## config.mk

```make
export PLATFORM = sky130hd
export DESIGN_NAME = imem_loader
export DESIGN_NICKNAME = d
export VERILOG_FILES = /design/src/rtl/imem_loader.sv
export SDC_FILE = /design/constraint.sdc
export NUM_CORES = 1
export LEC_CHECK = 0
export ABC_AREA = 1
export BUFFER_PORTS_ARGS = -buffer_cell sky130_fd_sc_hd__clkbuf_2
export CORE_MARGIN = 3
export CORE_UTILIZATION = 35
export DETAILED_ROUTE_END_ITERATION = 12
export SKIP_CTS_REPAIR_TIMING = 1
export SYNTH_ARGS = -nofsm -noshare
export SYNTH_HDL_FRONTEND = slang
export SYNTH_SLANG_ARGS = --single-unit
```

## constraint.sdc

```tcl
create_clock -name clk -period 2.3 [get_ports clk]
set_clock_uncertainty 0.2 [all_clocks]
set_input_delay 0.115 -clock clk [delete_from_list [all_inputs] [get_ports clk]]
set_output_delay 0.115 -clock clk [all_outputs]
set_load 0.02 [all_outputs]
```

## src/rtl/imem_loader.sv

```systemverilog
// Instruction-memory loader: receives a little-endian byte stream, assembles
// 32-bit words and writes them to consecutive word addresses from 0, holding
// the core stalled during the load and requesting a core restart at the end.
//
// Handshake: a byte moves when rx_valid & rx_ready are both 1 at a rising edge.
// rx_ready is a pure function of the FSM state (1 only while receiving). It
// never depends on rx_valid. The sender must hold rx_data stable while
// rx_valid is 1 and rx_ready is 0.

package riscv_pkg;
  localparam int ALEN            = 32;
  localparam int XLEN            = 32;
  localparam int RAM_MEMORY_SIZE = 1024;
endpackage

module imem_loader #(
  parameter int ALEN      = riscv_pkg::ALEN,
  parameter int XLEN      = riscv_pkg::XLEN,
  parameter int MEM_WORDS = riscv_pkg::RAM_MEMORY_SIZE,
  parameter int TIMEOUT   = 1024
) (
  input  logic            clk,
  input  logic            rst,
  input  logic            start,
  input  logic [15:0]     len_words,
  input  logic            rx_valid,
  input  logic [7:0]      rx_data,
  output logic            rx_ready,
  output logic            we,
  output logic [ALEN-1:0] waddr,
  output logic [XLEN-1:0] wdata,
  output logic            cpu_stall,
  output logic            core_rst,
  output logic            done,
  output logic            err
);

  localparam int          CW      = $clog2(TIMEOUT + 1);
  localparam logic [16:0] MAX_LEN = 17'(MEM_WORDS);

  typedef enum logic [1:0] {IDLE, RECV, WRITE, DONE} state_t;

  // state is the FSM state register; checkers can bind to it directly.
  state_t          state;
  state_t          state_nxt;
  logic [15:0]     len;
  logic [15:0]     word_idx;
  logic [1:0]      byte_idx;
  logic [23:0]     byte_buf;
  logic [CW-1:0]   idle_cnt;
  logic            xfer;
  logic            len_zero;
  logic            len_big;
  logic            last_word;
  logic            timeout_hit;

  // Decode helpers shared by the FSM and the datapath.
  always_comb begin
    xfer        = rx_valid && (state == RECV);
    len_zero    = (len_words == 16'd0);
    len_big     = ({1'b0, len_words} > MAX_LEN);
    last_word   = ((word_idx + 16'd1) == len);
    timeout_hit = (state == RECV) && !xfer && (idle_cnt == CW'(TIMEOUT - 1));
  end

  // FSM state register.
  always_ff @(posedge clk) begin
    if (!rst) state <= IDLE;
    else      state <= state_nxt;
  end

  // FSM next-state and state-decoded outputs.
  always_comb begin
    state_nxt = state;
    rx_ready  = 1'b0;
    cpu_stall = 1'b1;
    done      = 1'b0;
    core_rst  = 1'b0;
    we        = 1'b0;
    case (state)
      IDLE: begin
        cpu_stall = 1'b0;
        if (start) begin
          if (len_zero)     state_nxt = DONE;
          else if (!len_big) state_nxt = RECV;
        end
      end
      RECV: begin
        rx_ready = 1'b1;
        if (xfer && (byte_idx == 2'd3)) state_nxt = WRITE;
        else if (timeout_hit)           state_nxt = IDLE;
      end
      WRITE: begin
        we        = 1'b1;
        state_nxt = last_word ? DONE : RECV;
      end
      DONE: begin
        done      = 1'b1;
        core_rst  = 1'b1;
        state_nxt = IDLE;
      end
      default: state_nxt = IDLE;
    endcase
  end

  // Datapath: counters, byte assembly, write address/data and the error flag.
  // waddr/wdata are loaded on the edge that enters WRITE and hold afterwards.
  always_ff @(posedge clk) begin
    if (!rst) begin
      len      <= '0;
      word_idx <= '0;
      byte_idx <= '0;
      byte_buf <= '0;
      idle_cnt <= '0;
      waddr    <= '0;
      wdata    <= '0;
      err      <= 1'b0;
    end else begin
      case (state)
        IDLE: begin
          if (start) begin
            if (len_big) begin
              err <= 1'b1;
            end else begin
              err      <= 1'b0;
              len      <= len_words;
              word_idx <= '0;
              byte_idx <= '0;
              idle_cnt <= '0;
            end
          end
        end
        RECV: begin
          if (xfer) begin
            byte_idx <= byte_idx + 2'd1;
            idle_cnt <= '0;
            case (byte_idx)
              2'd0: byte_buf[7:0]   <= rx_data;
              2'd1: byte_buf[15:8]  <= rx_data;
              2'd2: byte_buf[23:16] <= rx_data;
              default: begin
                wdata <= XLEN'({rx_data, byte_buf});
                waddr <= ALEN'({word_idx, 2'b00});
              end
            endcase
          end else if (timeout_hit) begin
            // Abort: the partial word is simply abandoned.
            err <= 1'b1;
          end else begin
            idle_cnt <= idle_cnt + CW'(1);
          end
        end
        WRITE: begin
          word_idx <= word_idx + 16'd1;
          idle_cnt <= '0;
        end
        default: ;
      endcase
    end
  end

endmodule

```

==> impl_results.md, run 1 <==
- Root cell of the clock tree: clkbuf_16
- Htree depth: 4
- RSZ-0062 raised after global routing: false
- TritonCTS clock tree: yes
- CTS buffer count: 17
- Fmax: 474 MHz
- Worst-margin pin slew: 605 ps
- Nets: 910
- Final min period: 2110 ps
- Syn Inst Count: 774
- Setup Crit Path Kind: register to register
- Setup TNS Final: 0 ps
- Leakage power: 2.72 nW
- CP startpoint: idle_cnt[0]
- Worst setup path endpoint: idle_cnt[2]
- Yosys cell types: 33
- Worst-Skew Late Latency: 410 ps
- Startpoint types: register
- Fillers: 1593
- Register Area: 2400 sq um
- Sw frac: 0.249
- Finished Cell Area: 6950 sq um
- Chip Height: 132 microns
- Pins Over Slew Limit: 0
- VDD IR max: 0.533 mV
- Flop pwr share: 0.414
- Pwr Density: 738 nW/um^2
- Top post-synthesis cells by area: dfxtp_1 (43%), nand2_1 (13%), a21oi_1 (11%)
- Final Wtd Congestion: 0.801
- Area growth from synthesis to layout: 25.4%
- # port buffers: 81
- Core box area: 15400 sq um
- Chip width: 132 microns
- All-Layer GR Usage: 0.165
- Main synth FF type: dfxtp_1
- WP data required: 2380 ps
- Worst min-delay path class: input pin to register
- Largest area contributor in the netlist: dfxtp_1
- Max_slew headroom: 0.596
- Post-DRT Antenna Nets: 0
- Clock buffer depth: 2
- Syn_area_per_cell: 7.16 sq um
- Number of synthesized flops with an enable pin: 0
- Top-area cell type share of the netlist area: 0.433
- Gr ovfl total: 0
- DRT Wirelength: 14500 microns
- Initial drt markers: 286
- Synthesized area: 5540 sq um
- Via count: 5291
- Reg-to-Reg Start: idle_cnt[0]
- Clock share of power: 0.502
- Placed cell area: 6140 sq um
- First-pass GRT wire length: 23600 microns
- Final Hold Vio Count: 0
- Die area: 17400 sq um
- Sequential-to-total area share from yosys stat: 0.433
- Wire per inst: 13.2 microns
- Commonest cells in the netlist: nand2_1 (188), a21oi_1 (120), dfxtp_1 (120)
- Async SR Flop Fraction: 0
- #FFs+latches synth: 120
- Initial antenna violation count: 0
- Logic pwr share: 0.084
- Vias in the first global route: 4859
- Length in cells of the worst reg-to-reg path: 10
- Area of the multi-input gates: 2700 sq um
- Std-Cell Rows: 45
- Status: complete, no violations
- Worst r2r dst: idle_cnt[2]
- Switching power: 1.28 mW
- Worst Path Arrival: 2190 ps
- Via/cell ratio: 4.81
- Share of layout cells above drive strength 1: 0.179
- Clock-pin slew on the worst setup and hold paths: 60 ps
- Diodes inserted: 0
- R2r setup slk: 190 ps
- Setup violators final: 0
- Post-DP HPWL: 9870 microns
- Cell with the most instances after synthesis: nand2_1
- Period utilization: 0.917
- Pin count of the biggest net entering global routing: 49
- Drc violations: 0
- CP endpoint kind: register
- # IOs: 98
- Starting density of the core: 0.361
- Internal power: 3.85 mW
- DRT Pass-1 Iters: 4
- Max-Cap Viols: 0
- Ys Warns: 0
- CTS sink count: 120
- Crit-path max FO: 8
sequential cells by signal, indices dropped and copies added, names as in the netlist:
| name | flops |
|---|---|
| err | 1 |
| byte_buf | 24 |
| wdata | 32 |
| word_idx | 16 |
| state | 2 |
| idle_cnt | 11 |
| waddr | 16 |
| len | 16 |
| byte_idx | 2 |
cells by family (layout without fill, tap and decap cells):
group / after synthesis / after routing / share of synthesized area
simple gates: 383 / 383 / 0.312
compound gates: 142 / 142 / 0.130
flops: 120 / 120 / 0.433
buf+inv: 114 / 213 / 0.0935
fa+ha+maj: 7 / 7 / 0.0158
xor+xnor: 7 / 7 / 0.0142
other cells: 1 / 16 / 0.000677
per-layer routing:
layer	vias to the layer above	GRT usage	routed length, microns
li1	2725	-	-
met1	2476	0.219	7040
met2	82	0.265	6830
met3	8	0.0447	477
met4	0	0.0449	119
met5	-	0	0
worst max-delay path: stages, from the launching register on:
cell	delay, ps
dfxtp_1	360
ha_1	200
nand2_1	90
nor2_1	200
nand2_1	90
inv_1	100
nand3_1	170
nand3_4	160
clkinvlp_4	190
a21oi_1	170
nor3_1	60
layout by cell type (no fill, tap or decap), types with 2 or more instances in the layout:
cell           Yosys  routed
buf_4             23      17
clkinv_2           0       6
buf_12             0       2
clkbuf_16          0      17
nand2_1          188     188
clkbuf_2           0      81
dfxtp_1          120     120
nor2_4             7       8
bufinv_16          0       2
nand3b_1           2       2
nor2_1            37      37
xor2_1             3       3
conb_1             1      16
nor2_2             6       5
o21ai_0           17      17
nand3_1          118     118
nor3_1             5       5
nand2_2            6       6
inv_1             57      56
a21oi_1          120     120
clkinv_4           0       2
ha_1               7       7
dlygate4sd3_1      0      22
xnor2_1            3       3
nand4_1            9       9
inv_2              1       2
clkinvlp_4         0       4
power groups by stage:
stage	clock [mW]	sequential, mW	combinational [mW]
after floorplan	0	2.17	0.277
after global placement	0	2.17	0.389
after detailed placement	0	2.17	0.387
after CTS	2.62	2.12	0.389
after global routing	2.72	2.12	0.478
final	2.58	2.12	0.430
worst min-delay path by stage:
stage                        from          end  slack, ps  cells after the start
floorplan                     rst       len[0]         50                      2
global placement     len_words[0]       len[0]        220                      3
detailed placement       rx_valid  idle_cnt[7]        220                      4
CTS                      rx_valid  idle_cnt[7]       -210                      4
global route        len_words[11]     state[1]        130                      8
finish              len_words[11]     state[1]         90                      8
metrics by stage:
stage	cells	utilization	total power, mW	setup slack, ps	hold slack [ps]
2_1_floorplan	789	-	2.44	490	53.4
3_3_place_gp	1044	0.399	2.55	177	224
3_5_place_dp	1044	0.399	2.55	168	220
4_1_cts	1076	0.437	5.13	144	-207
5_1_grt	1099	0.452	5.32	1.93	125
6_report	1099	0.452	5.13	192	87.0
layout make-up:
class | instances | area share
multi-input combinational | 555 | 0.388
clock inverter | 13 | 0.0187
sequential | 120 | 0.346
inverter | 59 | 0.0324
timing repair buffer | 122 | 0.114
tap | 211 | 0.0380
clock buffer | 19 | 0.0637
Power figures use the tool's default switching activity.
==> run 2, diff against run 1 <==
Settings changed: CTS_BUF_LIST from default to sky130_fd_sc_hd__clkbuf_8.
==> impl_results.md, run 2 (synthesis gave the netlist of run 1 again) <==
- Status: complete, no violations
- Max FFs per register: 32
- Gr ovfl total: 0
- Flop pwr share: 0.483
- Share of layout cells above drive strength 1: 0.180
- Setup Crit Path Kind: register to output pin
- Startpoint types: register
- RSZ-0062 raised after global routing: false
- TritonCTS clock tree: yes
- Worst min-delay path class: input pin to register
- Vias in the first global route: 4806
- Final Wtd Congestion: 0.801
- Worst Path Arrival: 1820 ps
- Setup violators final: 0
- Max-Cap Viols: 0
- CTS buffer count: 17
- Crit-path max FO: 16
- Clock-pin slew on the worst setup and hold paths: 70 ps
- Post-DP HPWL: 9870 microns
- All-Layer GR Usage: 0.164
- Core box area: 15400 sq um
- Area growth from synthesis to layout: 22.0%
- Nets: 910
- # IOs: 98
- Initial drt markers: 353
- CTS sink count: 120
- Placed cell area: 6140 sq um
- Clock buffer depth: 2
- Fillers: 1623
- Chip Height: 132 microns
- Diodes inserted: 0
- Pin count of the biggest net entering global routing: 49
- Htree depth: 4
- Leakage power: 2.63 nW
- Final Hold Vio Count: 0
- VDD IR max: 0.433 mV
- Root cell of the clock tree: clkbuf_8
- Setup TNS Final: 0 ps
- Finished Cell Area: 6760 sq um
- Switching power: 1.18 mW
- Most frequent cells in the layout: nand2_1 (188), a21oi_1 (120), dfxtp_1 (119)
- Logic pwr share: 0.098
- CP endpoint kind: output pin
- Via/cell ratio: 4.83
- Largest Register: wdata
- Pwr Density: 649 nW/um^2
- Worst-margin pin slew: 601 ps
- Clock share of power: 0.419
- Via count: 5307
- Post-DRT Antenna Nets: 0
- Drc violations: 0
- Starting density of the core: 0.361
- Max_slew headroom: 0.599
- WP data required: 1990 ps
- Pins Over Slew Limit: 0
- First-pass GRT wire length: 23500 microns
- Initial antenna violation count: 0
- Std-Cell Rows: 45
- Worst-Skew Late Latency: 430 ps
- Commonest non-fill, non-tap cell in the layout: nand2_1
- Internal power: 3.21 mW
- DRT Wirelength: 14400 microns
- DRT Pass-1 Iters: 4
- Wire per inst: 13.1 microns
- Die area: 17400 sq um
- Final min period: 2130 ps
- Chip width: 132 microns
- Sw frac: 0.268
- # port buffers: 81
- Fmax: 468 MHz
- Period utilization: 0.928
- Largest registers: wdata (32), byte_buf (24)
run 2: cell types whose count changed in the layout (fill, tap and decap cells not counted):
cell | previous run | this run
clkbuf_8 | 1 | 18
dfxtp_1 | 120 | 119
dfxtp_2 | 0 | 1
clkbuf_1 | 1 | 0
inv_1 | 56 | 57
clkbuf_16 | 17 | 0
run 2: through the flow:
step | hold WS [ps] | setup slack (ps) | utilization | power, mW | cells
finish | 64.4 | 165 | 0.440 | 4.39 | 1099
global route | 80.3 | 0.0937 | 0.440 | 4.59 | 1099
CTS | -249 | 117 | 0.424 | 4.40 | 1076
detailed placement | 220 | 168 | 0.399 | 2.55 | 1044
global placement | 224 | 177 | 0.399 | 2.55 | 1044
floorplan | 53.4 | 490 | - | 2.44 | 789
run 2: power groups by stage:
stage | combinational, mW | clock (mW) | sequential, mW
after CTS | 0.389 | 1.90 | 2.12
final | 0.430 | 1.84 | 2.12
after global routing | 0.478 | 1.99 | 2.12
after detailed placement | 0.387 | 0 | 2.17
after floorplan | 0.277 | 0 | 2.17
after global placement | 0.389 | 0 | 2.17
run 2: cell type report:
class | count | area [sq um] | share of cell area
tap | 211 | 264 | 0.0390
clock inverter | 14 | 134 | 0.0198
sequential | 120 | 2400 | 0.355
inverter | 59 | 225 | 0.0333
multi-input combinational | 555 | 2700 | 0.399
timing repair buffer | 122 | 793 | 0.117
clock buffer | 18 | 248 | 0.0366
run 2: worst paths after layout:
check	start	endpoint	slack, ps	depth (start not counted)
max	state[1]	we	170	3
min	len_words[11]	state[1]	60	8
max reg2reg	idle_cnt[0]	idle_cnt[2]	200	10
min reg2reg	idle_cnt[10]	idle_cnt[10]	240	2
run 2: routing by layer:
metal  up-vias  track usage  wire (microns)
met1      2477        0.218            6830
li1       2719            -               -
met2       104        0.262            6810
met3         7       0.0454             628
met4         0       0.0478             129
met5         -            0               0
run 2: critical path: stages, from the launching register on:
cell,delay (ps)
dfxtp_1,450
nand2_1,170
inv_1,480
clkbuf_2,280
